## src/rtl/pwm_decoder.sv

```systemverilog
// pwm_decoder: recovers the duty value of a low-then-high PWM waveform of period 2^WIDTH.
// Define PWM_DECODER_SYNC_EN to place a two-flop synchroniser ahead of the edge detector.
module pwm_decoder #(
    parameter int WIDTH = 4
) (
    input  logic             clock,
    input  logic             reset,
    input  logic             signal,
    output logic [WIDTH-1:0] value,
    output logic             valid,
    output logic             locked,
    output logic             error
);

    localparam int            CW     = WIDTH + 1;
    localparam logic [CW-1:0] PERIOD = {1'b1, {WIDTH{1'b0}}};
    localparam logic [CW-1:0] ONE    = {{WIDTH{1'b0}}, 1'b1};

    typedef enum logic [1:0] {
        ACQUIRE,
        LOW,
        HIGH
    } state_t;

    state_t        state;
    logic          s_cur;
    logic          s_prev;
    logic [CW-1:0] low_len;
    logic [CW-1:0] low_cnt;
    logic [CW-1:0] high_cnt;

    logic          fall;
    logic          rise;
    logic [CW-1:0] low_cnt_inc;
    logic [CW-1:0] high_cnt_inc;
    logic [CW-1:0] frame_len;

`ifdef PWM_DECODER_SYNC_EN
    logic sync_a;
    logic sync_b;

    always_ff @(posedge clock) begin
        if (reset) begin
            sync_a <= 1'b0;
            sync_b <= 1'b0;
            s_cur  <= 1'b0;
            s_prev <= 1'b0;
        end else begin
            sync_a <= signal;
            sync_b <= sync_a;
            s_cur  <= sync_b;
            s_prev <= s_cur;
        end
    end
`else
    always_ff @(posedge clock) begin
        if (reset) begin
            s_cur  <= 1'b0;
            s_prev <= 1'b0;
        end else begin
            s_cur  <= signal;
            s_prev <= s_cur;
        end
    end
`endif

    always_comb begin
        fall         = s_prev & ~s_cur;
        rise         = ~s_prev & s_cur;
        low_cnt_inc  = low_cnt + ONE;
        high_cnt_inc = high_cnt + ONE;
        frame_len    = low_len + high_cnt;
    end

    always_ff @(posedge clock) begin
        if (reset) begin
            state    <= ACQUIRE;
            value    <= '0;
            valid    <= 1'b0;
            locked   <= 1'b0;
            error    <= 1'b0;
            low_len  <= '0;
            low_cnt  <= '0;
            high_cnt <= '0;
        end else begin
            valid <= 1'b0;
            error <= 1'b0;
            case (state)
                ACQUIRE: begin
                    if (fall) begin
                        low_cnt <= ONE;
                        state   <= LOW;
                    end else if (s_cur) begin
                        if (high_cnt_inc == PERIOD) begin
                            value    <= '0;
                            valid    <= 1'b1;
                            locked   <= 1'b1;
                            high_cnt <= '0;
                            state    <= HIGH;
                        end else begin
                            high_cnt <= high_cnt_inc;
                        end
                    end else begin
                        high_cnt <= '0;
                    end
                end
                LOW: begin
                    if (rise) begin
                        low_len  <= low_cnt;
                        high_cnt <= ONE;
                        state    <= HIGH;
                    end else if (low_cnt_inc == PERIOD) begin
                        // high_cnt cleared so ACQUIRE starts its high run from a clean count
                        error    <= 1'b1;
                        locked   <= 1'b0;
                        high_cnt <= '0;
                        state    <= ACQUIRE;
                    end else begin
                        low_cnt <= low_cnt_inc;
                    end
                end
                HIGH: begin
                    if (fall) begin
                        if (frame_len == PERIOD) begin
                            value  <= low_len[WIDTH-1:0];
                            valid  <= 1'b1;
                            locked <= 1'b1;
                        end else begin
                            error  <= 1'b1;
                            locked <= 1'b0;
                        end
                        low_cnt <= ONE;
                        state   <= LOW;
                    end else if (high_cnt_inc == PERIOD) begin
                        value    <= '0;
                        valid    <= 1'b1;
                        locked   <= 1'b1;
                        low_len  <= '0;
                        high_cnt <= '0;
                    end else begin
                        high_cnt <= high_cnt_inc;
                    end
                end
                default: state <= ACQUIRE;
            endcase
        end
    end

endmodule

```

## config.mk

```make
export PLATFORM = sky130hd
export DESIGN_NAME = pwm_decoder
export DESIGN_NICKNAME = d
export VERILOG_FILES = /design/src/rtl/pwm_decoder.sv
export SDC_FILE = /design/constraint.sdc
export NUM_CORES = 1
export LEC_CHECK = 0
export ABC_AREA = 1
export ABC_CLOCK_PERIOD_IN_PS = 2400
export CORE_MARGIN = 2
export CORE_UTILIZATION = 30
export CTS_CLUSTER_DIAMETER = 150
export CTS_CLUSTER_SIZE = 14
export DETAILED_ROUTE_END_ITERATION = 12
export DONT_BUFFER_PORTS = 1
export SYNTH_ARGS = -nofsm -noshare
export SYNTH_HDL_FRONTEND = slang
export SYNTH_SLANG_ARGS = --single-unit
```

## constraint.sdc

```tcl
create_clock -name clock -period 2.4 [get_ports clock]
set_input_delay 0.48 -clock clock [delete_from_list [all_inputs] [get_ports clock]]
set_output_delay 0.48 -clock clock [all_outputs]
set_load 0.05 [all_outputs]
```

Word level (Yosys, flattened, before mapping)
Cells that the tools add are included. Widths: inputs -> output; s select.

Input bits: 3. Register bits after elaboration: 26. Word-level logic and storage cells: 94.

Bitwise operators: 4. $add $sub $neg: 3. Muxes and demuxes: 46. Eq/ne operators: 19. Reduce and logical (&&, ||, !) cells: 12.

Operator list (count): $mux 5 (12); $mux 4 (5); $pmux 5 s2 (2); $reduce_and 4->1 (5); $ne 2x2->1 const B (9); $eq 5x5->1 const B (3); $mux 1 (15); $pmux 5 s3 (1); $mux 2 (6); $ne 3x3->1 const B (4); $add 5x1->5 const B (2); $pmux 4 s2 (1); $pmux 2 s3 (1); $reduce_bool 2->1 (3); $add 5x5->5 (1); $reduce_and 5->1 (1); $pmux 1 s2 (2); $pmux 1 s3 (1); $reduce_bool 3->1 (1); $and 1x1->1 (2); $eq 2x1->1 const B (1); $eq 2x2->1 const B (1); $logic_not 2->1 (1); $ne 2x1->1 const B (1); 2 further kinds (3).

Logic depth before layout (Yosys ltp)
Depth after elaboration: 6. Depth in mapped cells: 12. Gate-level depth less buffers: 12.

Least setup slack after synthesis
No wires, ideal clock.

Path kind: flip-flop to flip-flop. From: register high_cnt[0]. To: register value[0]. Data required time: 2.290 ns. Path buffers: 0. Slack: 0.490 ns. Arrival: 1.800 ns. Stages on the path, launching flop included: 10. Cell sequence: dfxtp_1 ha_1 fa_1 or2_1 nor2_1 nand3_1 o21ai_1 nand3_1 nand2_1 nor2_1.

Cells in the longest elaborated chain, start to end: 6. Elaborated cells between the ends (all ways): 11. Classes of those cells: 2 x add/sub; 3 x eq/ne; 5 x mux; 1 x reduce/logical.

RTL lines: start, declared (RTL line 30) `logic [CW-1:0] high_cnt;`; start signal, assigned (RTL line 101) `high_cnt <= high_cnt_inc;`; start signal, assigned (RTL line 141) `high_cnt <= high_cnt_inc;`; $add 5x1->5 (RTL line 71) `high_cnt_inc = high_cnt + ONE;`; $eq 5x5->1 (RTL line 94, 134); $mux 4 (3 in series); $pmux 4 s2; end signal, assigned (RTL line 125) `value <= low_len[WIDTH-1:0];`; end, declared (RTL line 9) `output logic [WIDTH-1:0] value,`.

Parallel ways exist; a longest one is shown, timed or not. The select of a mux whose other input is x is not followed. A chain may end at the register's enable or synchronous reset.

Worst setup path in the final report
From: register high_cnt[0]. To: register value[3].

The elaborated chain is that of the path after synthesis.

==> flow_summary_export.csv <==
group,metric,value,unit
run_status,status,"complete, no violations",
sta,hold_viol,0,
logic_synthesis,synth_compound_area_frac,0.119,
logic_synthesis,yosys.area.top_type,"dfxtp_1",
floorplanning,dieArea,6460,sq um
logic_synthesis,ys_ff_latch,26,
sta,skew,3.76,ps
route,wirelength,3830,um
cells_and_area,post_layout_nonfiller_instances,347,
logic_synthesis,yosys.area_share.xor_xnor,0,
placement,place_ws,307,ps
flow_run,cap_viol_max_count,0,
placement,globalplace.congestion,0.881,
global_routing,grt-ovfl-total,0,
sta,period_minus_slack,2100,ps
route,drt_iter0_drc,72,
power,seq_power_share,0.355,
power,internal_power,982,uW
sta,worst_slew_pin_slew,509,ps
worst_setup_path,startpoint_type,"flop",
global_routing,grt_max_degree,15,
worst_setup_path,slowest_delay,410,ps
cts,ctsLongestPathBuffers,2,
sta,setup_slack,299,ps
cts,cts_tree,"yes",
logic_synthesis,ys_types,25,
cells_and_area,fin_util,0.335,
power,vdd_ir_drop_max,0.494,mV
power,p_per_area,1030,nW/um^2
sta,tns,0,ps
floorplanning,core,5570,sq um
logic_synthesis,synth_top_cell_area_share,0.297,
route,vias,1630,
cts,cts_max_level,1,
logic_synthesis,syn_avg_cell_area,6.37,sq um
placement,portBuffers,0,
placement,post_dp_cell_area,1830,sq um
placement,hpwlAfterDp,2980,um
logic_synthesis,synthSimpleGateAreaFrac,0.397,
worst_setup_path,critical_path_class,"reg -> reg",
worst_setup_path,path_max_fanout,5,
cts,postCtsResizedCells,0,
logic_synthesis,synth_seq_area_share,0.297,
route,drt.antenna.violating_nets,0,
logic_synthesis,yosys_warnings,0,
power,p_leak,0.000870,uW
worst_setup_path,arrival,2280,ps
sta,setup_viol,0,
logic_synthesis,syn_nets,290,
route,drcViolationCount,0,
worst_setup_path,critPathCaptureType,"flop",
power,switching_share,0.491,
floorplanning,fp.dieW,80.4,um
placement,dp.cells,344,
global_routing,track_usage,0.131,
cells_and_area,final_nets,292,
sta,slew_headroom,0.660,
route,dr.pass1.iters,4,
sta,report.final.slew_viol_count,0,
worst_setup_path,cp.buffers_inverters,0,
logic_synthesis,synth_top_family_by_area,"simple AND/OR/NAND/NOR gates",
sta,rsz0062_at_grt,"false",
cts,clkTransAtPathRegs,90,ps
cts,root_buffer,"clkbuf_8",
cells_and_area,design_area,1870,sq um
cts,post_cts_buffers,0,
logic_synthesis,synthCells,275,
global_routing,grt_pass1_wl,6760,um
logic_synthesis,syn_area,1750,sq um
sta,finalCritPeriodShare,0.875,
global_routing,grt_pass1_vias,1584,
logic_synthesis,synth.area.top_cells,"dfxtp_1 30%, nand2_1 15%, ha_1 7.9%",
worst_setup_path,required,2580,ps
cts,clk_latency,270,ps
route,drt-vias-per-instance,4.70,
cells_and_area,drive_above_1_share,0.0800,
worst_setup_path,cp_top_family,"simple AND/OR/NAND/NOR gates",
global_routing,antenna_found_initial,0,
worst_setup_path,r2r_cells,9,
worst_setup_path,crit_cells,9,
sta,fmax,476,MHz
logic_synthesis,synth.area.mux_share,0,
floorplanning,num_io_pins,10,
logic_synthesis,yosys.area_share.adder,0.0901,
power,p_sw,946,uW
worst_setup_path,critPathSlowestCell,"dfxtp_1",
power,p_clk_frac,0.130,
cts,cts_hold_buf,0,
worst_hold_path,hold_class,"in -> reg",
cells_and_area,area_delta_synth_final,6.65,%
cts,cts_buffers,3,
floorplanning,start_util,0.314,
worst_setup_path,cp_cell_sequence,"ha_1 -> fa_1 -> or2_1 -> nor2_1 -> nand3_1 -> o21ai_1 -> nand3_1 -> nand2_1 -> nor2_1",
route,wl_per_cell,11.0,um
worst_hold_path,holdPathStages,1,
cells_and_area,insertedDiodeCount,0,
cts,clock-sinks,26,
floorplanning,die_y,80.4,um
floorplanning,placementRows,27,
power,power_frac_comb,0.515,
sequential cells by signal (all words and copies together) (netlist names), 2 cells and up:
register,cells
low_cnt,5
high_cnt,5
state,2
low_len,5
value,4
worst reg2reg max path: stages (launching register included):
cell	delay [ps]
dfxtp_1	410
ha_1	210
fa_1	400
or2_1	230
nor2_1	100
nand3_1	110
o21ai_1	310
nand3_1	120
nand2_1	80
nor2_1	50
power groups by stage:
stage | registers, uW | clock network, uW | logic (uW)
detailed placement | 695 | 0 | 986
CTS | 685 | 268 | 990
global route | 705 | 280 | 1130
global placement | 690 | 0 | 980
finish | 684 | 251 | 992
floorplan | 652 | 0 | 838
final timing paths:
path               startpoint          end  slack, ps
setup / recovery  high_cnt[0]     value[3]        300
hold / removal          reset  high_cnt[2]        260
setup reg to reg  high_cnt[0]     value[3]        300
hold reg to reg    low_len[0]   low_len[0]        480
through the flow:
step / hold slack [ps] / total power (uW)
finish: 262 / 1930
global route: 246 / 2120
CTS: 257 / 1940
detailed placement: 471 / 1680
global placement: 462 / 1670
floorplan: 449 / 1490
cells by family (layout without fill, tap and decap cells):
kind of cell	after synthesis	after routing
flip-flops	26	26
AND/OR/NAND/NOR	154	154
AO/OA/AOI/OAI	39	39
adder cells (fa/ha/maj)	12	12
buffers and inverters	44	44
placed cells by master, fill, tap and decap left out, types with 3 or more instances in the layout:
| cell type | count |
|---|---|
| dfxtp_1 | 26 |
| a21oi_1 | 25 |
| clkbuf_8 | 3 |
| nand2_1 | 72 |
| ha_1 | 11 |
| nand4_1 | 6 |
| nand3_1 | 27 |
| nand2_2 | 3 |
| o21ai_2 | 3 |
| o21ai_0 | 4 |
| inv_2 | 5 |
| nor2_1 | 29 |
| o21ai_1 | 6 |
| or2_1 | 3 |
| or2_0 | 4 |
| nor2_2 | 3 |
| inv_1 | 36 |
area by class of cell:
class / instances / area [sq um]
Multi-Input combinational cell: 205 / 1060
Fill cell: 648 / 3710
Sequential cell: 26 / 520
Inverter: 41 / 154
Clock buffer: 3 / 41.3
Tap cell: 72 / 90.1
Yosys cell counts, drive strengths merged:
master and number:
nand4 6, o21ai 13, nand3 28, fa 1
ha 11, a21oi 25, nor2 34, a31oi 1
inv 41, clkbuf 1, nor3 4, or2 7
dfxtp 26, nand2 75, buf 2
layer usage:
metal	wire, um	global-route usage	vias up
met3	183	0.0393	2
li1	-	-	878
met5	0	0	-
met1	1900	0.162	723
met4	14	0.0136	0
met2	1730	0.230	27
(Power assumes the default switching activity.)
